--- src/rtl/mem_pkg.sv ---
// Shared types and constants for the memory responder and its storage array.
package mem_pkg;

   localparam int DEF_ADDR_W = 5;
   localparam int DEF_DATA_W = 8;
   localparam int DEF_DEPTH  = 32;

   typedef logic [DEF_ADDR_W-1:0] addr_t;
   typedef logic [DEF_DATA_W-1:0] data_t;

   // Value returned by a read that falls outside the implemented words
   localparam data_t RD_ERR_DATA = '1;

   typedef enum logic [1:0] {
      IDLE    = 2'd0,
      RD_WAIT = 2'd1,
      RESP    = 2'd2
   } state_t;

endpackage

--- src/rtl/mem_array.sv ---
// DEPTH x DATA_W register file: asynchronous clear, one synchronous write port,
// one combinational read port. The caller keeps addresses in range.
module mem_array #(
   parameter int ADDR_W = 5,
   parameter int DATA_W = 8,
   parameter int DEPTH  = 32
) (
   input  logic              clk,
   input  logic              rst,
   input  logic              we,
   input  logic [ADDR_W-1:0] waddr,
   input  logic [DATA_W-1:0] wdata,
   input  logic [ADDR_W-1:0] raddr,
   output logic [DATA_W-1:0] rdata
);

   logic [DATA_W-1:0] mem [DEPTH];

   always_ff @(posedge clk or posedge rst) begin
      if (rst) begin
         for (int i = 0; i < DEPTH; i++) begin
            mem[i] <= '0;
         end
      end else if (we) begin
         mem[waddr] <= wdata;
      end
   end

   assign rdata = mem[raddr];

endmodule

--- src/rtl/mem_responder.sv ---
// Cycle-accurate req/ack memory target: programmable read latency,
// out-of-range error pulse and saturating access counters.
module mem_responder
   import mem_pkg::*;
#(
   parameter int ADDR_W       = DEF_ADDR_W,
   parameter int DATA_W       = DEF_DATA_W,
   parameter int DEPTH        = DEF_DEPTH,
   parameter int READ_LATENCY = 2,
   parameter int CNT_W        = 16
) (
   input  logic              clk,
   input  logic              rst,
   input  logic              req,
   input  logic              we,
   input  logic [ADDR_W-1:0] addr,
   input  logic [DATA_W-1:0] wdata,
   output logic              ack,
   output logic              err,
   output logic [DATA_W-1:0] rdata,
   output logic              busy,
   output logic [CNT_W-1:0]  wr_count,
   output logic [CNT_W-1:0]  rd_count
);

   // Handshake: req/we/addr/wdata are sampled only on an edge where the FSM is
   // in IDLE; ack (with err) is a single-cycle pulse, and the initiator drops
   // req on the edge where it sees ack. A req still high in IDLE starts anew.

   localparam logic [ADDR_W:0] DEPTH_C  = (ADDR_W+1)'(DEPTH);
   localparam logic [2:0]      LAT_INIT = 3'(READ_LATENCY - 1);

   state_t            state;
   logic [2:0]        lat_cnt;
   logic [ADDR_W-1:0] addr_q;
   logic [ADDR_W-1:0] cur_addr;
   logic              cur_in_range;
   logic              mem_we;
   logic [DATA_W-1:0] rd_word;

   // In IDLE the live address is used; afterwards the latched one
   assign cur_addr     = (state == IDLE) ? addr : addr_q;
   assign cur_in_range = ({1'b0, cur_addr} < DEPTH_C);
   assign mem_we       = (state == IDLE) && req && we && cur_in_range;
   assign busy         = (state != IDLE);

   mem_array #(
      .ADDR_W (ADDR_W),
      .DATA_W (DATA_W),
      .DEPTH  (DEPTH)
   ) u_mem (
      .clk   (clk),
      .rst   (rst),
      .we    (mem_we),
      .waddr (addr),
      .wdata (wdata),
      .raddr (cur_addr),
      .rdata (rd_word)
   );

   always_ff @(posedge clk or posedge rst) begin
      if (rst) begin
         state    <= IDLE;
         lat_cnt  <= '0;
         addr_q   <= '0;
         ack      <= 1'b0;
         err      <= 1'b0;
         rdata    <= '0;
         wr_count <= '0;
         rd_count <= '0;
      end else begin
         ack <= 1'b0;
         err <= 1'b0;
         case (state)
            IDLE: begin
               if (req && we) begin
                  if (cur_in_range && (wr_count != '1)) begin
                     wr_count <= wr_count + 1'b1;
                  end
                  ack   <= 1'b1;
                  err   <= !cur_in_range;
                  state <= RESP;
               end else if (req) begin
                  addr_q  <= addr;
                  lat_cnt <= LAT_INIT;
                  if (READ_LATENCY == 1) begin
                     rdata <= cur_in_range ? rd_word : '1;
                     if (cur_in_range && (rd_count != '1)) begin
                        rd_count <= rd_count + 1'b1;
                     end
                     ack   <= 1'b1;
                     err   <= !cur_in_range;
                     state <= RESP;
                  end else begin
                     state <= RD_WAIT;
                  end
               end
            end
            RD_WAIT: begin
               lat_cnt <= lat_cnt - 1'b1;
               if (lat_cnt == 3'd1) begin
                  rdata <= cur_in_range ? rd_word : '1;
                  if (cur_in_range && (rd_count != '1)) begin
                     rd_count <= rd_count + 1'b1;
                  end
                  ack   <= 1'b1;
                  err   <= !cur_in_range;
                  state <= RESP;
               end
            end
            RESP: begin
               state <= IDLE;
            end
            default: begin
               state <= IDLE;
            end
         endcase
      end
   end

endmodule

--- config.mk ---
export PLATFORM = sky130hd
export DESIGN_NAME = mem_responder
export DESIGN_NICKNAME = d
export VERILOG_FILES = /design/src/rtl/mem_pkg.sv /design/src/rtl/mem_array.sv /design/src/rtl/mem_responder.sv
export SDC_FILE = /design/constraint.sdc
export NUM_CORES = 1
export LEC_CHECK = 0
export CAP_MARGIN = 25
export CORE_ASPECT_RATIO = 0.8
export CORE_MARGIN = 3
export CORE_UTILIZATION = 45
export DETAILED_ROUTE_END_ITERATION = 8
export PLACE_DENSITY = 0.58
export SETUP_SLACK_MARGIN = 0.3
export SLEW_MARGIN = 20
export SYNTH_ARGS = -nofsm -noshare
export SYNTH_HDL_FRONTEND = slang
export SYNTH_SLANG_ARGS = --single-unit
--- constraint.sdc ---
create_clock -name clk -period 11.6 [get_ports clk]
set_input_delay 1.16 -clock clk [delete_from_list [all_inputs] [get_ports clk]]
set_output_delay 1.16 -clock clk [all_outputs]
set_load 0.005 [all_outputs]
==> flow_summary.yaml, run 1 <==
floorplan:
  die_x_um: 204
  dieArea_um2: 33600
  die_height_um: 165
  fp.coreArea_um2: 30700
  row_count: 57
  io_pins: 60
  initial_core_util: 0.461
timing:
  finalCritPeriodShare: 0.331
  clock_skew_ns: 0.0214
  setup_violations: 0
  tns_ns: 0
  relSlewSlack: 0.319
  rsz0062_at_grt: "false"
  hold_viol: 0
  worstMarginPinSlew_ns: 1.02
  fmax_mhz: 261
  fin_crit_ns: 3.84
  maxSlewViolCount: 0
route:
  drc: 0
  drt_iter0_markers: 558
  first_pass_iters: 5
  wire_per_inst_um: 23.2
  vias_per_cell: 5.74
  routed_wl_um: 34800
  vias: 8626
  final_antenna_net_count: 0
worst_setup_path:
  cp_max_fo: 37
  critPathMaxStageDelay_ns: 0.69
  startpoint_type: "input port"
  critPathSlowestCell: "buf_4"
  arrival_ns: 4.22
  crit-reg2reg-launch: "state[1]$_DFFE_PP0P_"
  cp_cell_sequence: "clkdlybuf4s50_1 > or3b_1 > and2_4 > buf_4 > mux4_2 > a22o_1 > a21oi_1 > nand4_1"
  critPathKind: "input port to register"
  cp-end-kind: "register"
  crit_path_start: "addr[0]"
  cp.required_ns: 11.98
yosys:
  ys.flop_type: "dfrtp_1"
  ys_ff_latch: 307
  syn_avg_cell_area_um2: 13.9
  synth_largest_area_cell: "dfrtp_1"
  netlist_top_cells_area: "dfrtp_1 54%, mux2_2 21%, mux4_2 4.8%"
  ys_async_sr_fraction: 1.00
  syn-num-nets: 1039
  synth_edf_count: 0
  yosys_warnings: 0
  syn_area_um2: 14100
  syn-instance-count: 1018
  netlist.area_leader.share: 0.543
  synth.distinct_cells: 54
  synth-seq-area-share: 0.543
cells_and_area:
  final_cell_mix: "307 x dfrtp_1, 267 x mux2_2, 65 x mux2i_1"
  insertedDiodeCount: 0
  stdcell_area_um2: 16200
  fin_nets: 1090
  syn2layout_area_growth_pct: 14.5
  fillerInstances: 2638
  final_common_cell: "dfrtp_1"
  drive_gt1_frac: 0.351
clocking:
  postCtsSetupBuffers: 0
  clockBufferDepth: 3
  hold_buffers: 0
  clk_pin_slew_ns: 0.06
  clk_latency_ns: 0.52
  cts-root-buf: "clkbuf_16"
  ctsResizeCount: 0
  h-tree-depth: 2
  numCtsBuffers: 34
  clock_sinks: 307
  tritoncts: "yes"
min_path:
  hp-start: "lat_cnt[1]$_DFFE_PP0P_"
  min_path_type: "register to register"
power:
  ir_worst_vdd_uv: 121
  p_leak_nw: 7.54
  cellPowerDensity_nw_per_um2: 211
global_routing:
  grt_pass1_vias: 8710
  gr-total-overflow: 0
  grt_use_met1: 0.335
  grt_most_used_layer: "met1"
  track_usage: 0.213
  grt_start_max_net_pins: 160
  use_met2: 0.305
  grt_use_met3: 0.0422
  grt_pass1_wl_um: 54600
  antenna_found_initial: 0
place:
  gp_congestion: 0.785
  hpwl_um: 22400
  placed_cell_area_um2: 15100
  io_buffers: 58
run:
  maxCapViolations: 0
run_status:
  run_status: "finished, final reports clean"
synthesized netlist by cell type (2+ instances only):
cell type and instances:
or3_1 3, mux4_2 30, buf_6 5, and3_1 7, clkbuf_1 39, nand4_1 18
nand2b_1 6, nor3b_1 4, nand3b_1 5, xnor2_1 22, buf_4 7, a222oi_1 15
nand4b_1 2, dfrtp_1 307, xor2_1 5, inv_1 3, nor2b_1 8, and4_1 5
o21bai_1 2, nor3_1 7, nor2_2 6, a22o_1 9, o21ai_1 4, mux2i_1 65
a31oi_1 4, o31ai_1 2, nand3_1 18, and2_1 4, o21ai_0 6, nor3_2 3
ha_1 4, nand2_1 54, mux2_2 267, nor2_1 16, a22oi_1 7, buf_2 9
a21oi_1 23
worst max-delay path, delay by kind of cell:
| kind | cells | cell delay (ns) |
|---|---|---|
| compound gates | 2 | 0.39 |
| buf+inv | 2 | 1.24 |
| mux | 1 | 0.59 |
| simple gates | 3 | 0.77 |
registers in the layout, summed over array words and instances, names as in the netlist:
name and flops:
rd_count 16, wr_count 16, state 2, u_mem.mem 256, ack 1, lat_cnt 3, addr_q 5, rdata 8
path summary, 6_finish.rpt:
kind	endpoint	slack, ns	cells past startpoint
worst max-delay path	rdata[6]$_DFFE_PP0P_	7.76	8
worst min-delay path	lat_cnt[1]$_DFFE_PP0P_	0.49	2
worst max register to register	rdata[6]$_DFFE_PP0P_	8.38	7
worst min register to register	lat_cnt[1]$_DFFE_PP0P_	0.49	2
max in group asynchronous	u_mem.mem[231]$_DFFE_PP0P_	9.22	3
min in group asynchronous	u_mem.mem[57]$_DFFE_PP0P_	1.10	2
metal layers:
layer	wire [um]	vias to the layer above
met5	0	-
met4	577	0
met3	2050	44
met2	14700	198
met1	17500	4514
li1	-	3870
final cells by class:
class	count	area (um2)	area share
clock buffers	49	968	0.0598
clock inverters	9	103	0.00634
inverters	4	22.5	0.00139
multi-input cells	646	6150	0.380
flip-flops and latches	307	7680	0.474
well taps	413	517	0.0319
repair buffers	76	748	0.0462
cells by family (layout without fill, tap and decap cells):
logic type                 after synthesis  count (layout)  share of synthesized area
xor gates and xnor gates                27              27                     0.0167
muxes                                  363             363                      0.307
buffers and inverters                   65             138                     0.0226
DFF                                    307             307                      0.543
and+or+nand+nor                        173             173                     0.0672
other                                    1               1                   0.000265
AOI/OAI and AO/OA                       78              78                     0.0389
adders and majority gates                4               4                    0.00354
power breakdown:
group          internal [mW]  switching, mW  total, mW
Combinational          0.476          0.472      0.948
Sequential              1.27          0.140       1.41
Clock                  0.625          0.430       1.06
stage by stage:
| step | cells | power (mW) | setup WS, ns | hold slack [ns] | util |
|---|---|---|---|---|---|
| 3_3_place_gp | 1445 | 2.37 | 7.32 | 0.470 | 0.492 |
| 2_1_floorplan | 1018 | 2.10 | 1.95 | 0.450 | - |
| 6_report | 1504 | 3.42 | 7.76 | 0.490 | 0.528 |
| 3_5_place_dp | 1446 | 2.39 | 7.24 | 0.485 | 0.493 |
| 5_1_grt | 1504 | 3.60 | 7.56 | 0.509 | 0.528 |
| 4_1_cts | 1504 | 3.45 | 7.75 | 0.495 | 0.528 |
Power figures use the tool's default switching activity.
==> inputs of run 2 (changes only) <==
--- a/config.mk
+++ b/config.mk
@@ -10,7 +10,7 @@
 export CORE_MARGIN = 3
 export CORE_UTILIZATION = 45
 export DETAILED_ROUTE_END_ITERATION = 8
-export PLACE_DENSITY = 0.58
+export PLACE_DENSITY = 0.6
 export SETUP_SLACK_MARGIN = 0.3
 export SLEW_MARGIN = 20
 export SYNTH_ARGS = -nofsm -noshare
==> constraint.sdc (replaced) <==
create_clock -name clk -period 3.23 [get_ports clk]
set_input_delay 0.323 -clock clk [delete_from_list [all_inputs] [get_ports clk]]
set_output_delay 0.323 -clock clk [all_outputs]
set_load 0.005 [all_outputs]
==> run 2 against run 1 <==
  * Largest cell class unchanged
  * Routed wire length rose by 1.8%
  * Final cell count rose by 1.9%
  * Critical path type is now register to register
  * Clock skew fell by 0.00061 ns
  * Largest power group unchanged
  * Worst setup slack got worse by 7.3 ns
==> flow_summary.yaml, run 2 (synthesized netlist as in run 1, its figures left out) <==
clocking:
  clockBufferDepth: 3
  postCtsSetupBuffers: 0
  h-tree-depth: 2
  numCtsBuffers: 34
  clk_pin_slew_ns: 0.06
  clk_latency_ns: 0.51
  tritoncts: "yes"
  ctsResizeCount: 0
  cts-root-buf: "clkbuf_16"
  hold_buffers: 0
  clock_sinks: 307
timing:
  setup_violations: 0
  worstMarginPinSlew_ns: 0.712
  fin_crit_ns: 2.80
  rsz0062_at_grt: "false"
  relSlewSlack: 0.522
  holdWs_ns: 0.280
  fmax_mhz: 357
  maxSlewViolCount: 0
  hold_viol: 0
  tns_ns: 0
  clock_skew_ns: 0.0208
  finalCritPeriodShare: 0.867
power:
  pwr-share-seq: 0.413
  cellPowerDensity_nw_per_um2: 749
  power.internal_mw: 8.50
  p_switching_mw: 3.82
  p_leak_nw: 7.69
  swShare: 0.310
  p_clk_frac: 0.295
  comb_power_share: 0.292
  ir_worst_vdd_uv: 417
worst_setup_path:
  reg2reg_slack_ns: 0.43
  crit_family: "simple AND/OR/NAND/NOR gates"
  critPathKind: "register to register"
  critPathMaxStageDelay_ns: 0.55
  startpoint_type: "register"
  reg2reg_to: "rdata[3]$_DFFE_PP0P_"
  cp_cell_sequence: "or3b_1 > and2_4 > mux4_2 > a22o_1 > a21oi_1 > nand4_1"
  cp_max_fo: 13
  cp-end-kind: "register"
  critPathBufInv: 0
  ff2ff_path_depth: 6
  critPathSlowestCell: "dfrtp_1"
  arrival_ns: 3.17
  crit-reg2reg-launch: "state[1]$_DFFE_PP0P_"
  cp.required_ns: 3.59
place:
  io_buffers: 58
  placed_cell_area_um2: 15400
  placed_cells: 1475
  hpwl_um: 23200
  gp_congestion: 0.816
global_routing:
  grt_pass1_wl_um: 54600
  antenna_found_initial: 0
  track_usage: 0.215
  grt_start_max_net_pins: 75
  gr-total-overflow: 0
  grt_pass1_vias: 8726
cells_and_area:
  syn2layout_area_growth_pct: 16.3
  stdcell_area_um2: 16400
  final_cell_mix: "307 x dfrtp_1, 267 x mux2_2, 65 x mux2i_1"
  multiInputGateArea_um2: 6170
  register_area_um2: 7680
  regMostFlops: "u_mem.mem"
  utilization: 0.536
  final_common_cell: "dfrtp_1"
  largest_reg_flops: 256
  reg_top3: "u_mem.mem: 256 flops, rd_count: 16 flops, wr_count: 16 flops"
  fin_nets: 1121
  insertedDiodeCount: 0
  fillerInstances: 2610
  drive_gt1_frac: 0.374
  fin_cells: 1533
floorplan:
  initial_core_util: 0.461
  row_count: 57
  dieArea_um2: 33600
  die_x_um: 204
  die_height_um: 165
  io_pins: 60
  fp.coreArea_um2: 30700
route:
  final_antenna_net_count: 0
  vias: 8770
  drc: 0
  first_pass_iters: 7
  routed_wl_um: 35500
  drt_iter0_markers: 568
  vias_per_cell: 5.72
  wire_per_inst_um: 23.1
min_path:
  min_path_type: "input port to async pin"
run_status:
  run_status: "finished, final reports clean"
run:
  maxCapViolations: 0
[run 2: per-stage QoR]
| stage | total power [mW] | worst slack (ns) |
|---|---|---|
| 6_report | 12.3 | 0.429 |
| 5_1_grt | 12.9 | 0.370 |
| 4_1_cts | 12.4 | 0.472 |
| 3_5_place_dp | 8.71 | 0.289 |
| 3_3_place_gp | 8.66 | 0.289 |
| 2_1_floorplan | 7.54 | -1.18 |
[run 2: worst max path at each step]
stage / startpoint / endpoint / slack [ns] / cells after the start
after floorplan: rst / ack$_DFF_PP0_ / -1.18 / 1
after global placement: addr[0] / rdata[7]$_DFFE_PP0P_ / 0.29 / 7
after detailed placement: addr[0] / rdata[3]$_DFFE_PP0P_ / 0.29 / 7
after CTS: state[1]$_DFFE_PP0P_ / rdata[3]$_DFFE_PP0P_ / 0.47 / 6
after global routing: lat_cnt[1]$_DFFE_PP0P_ / rdata[4]$_DFFE_PP0P_ / 0.37 / 8
final: state[1]$_DFFE_PP0P_ / rdata[3]$_DFFE_PP0P_ / 0.43 / 6
[run 2: final cells by class]
class,instances,share of cell area
flip-flops and latches,307,0.467
multi-input cells,647,0.375
repair buffers,106,0.0624
clock buffers,46,0.0588
well taps,413,0.0314
clock inverters,10,0.00365
inverters,4,0.00114
[run 2: worst reg2reg max path, stage by stage (launching register included)]
cell	delay, ns
dfrtp_1	0.55
or3b_1	0.33
and2_4	0.42
mux4_2	0.57
a22o_1	0.20
a21oi_1	0.43
nand4_1	0.16
[run 2: power by group through the flow]
stage	clock, mW	sequential (mW)	combinational, mW
detailed placement	0	5.14	3.57
CTS	3.74	5.08	3.58
finish	3.63	5.09	3.60
global route	3.88	5.18	3.89
floorplan	0	4.96	2.58
global placement	0	5.14	3.52
[run 2: routing by layer]
layer	global-route usage	wire, um	share of wire
met5	0	0	0
met4	0.0466	521	0.015
met3	0.0372	2010	0.057
met2	0.311	14900	0.42
met1	0.338	18100	0.51
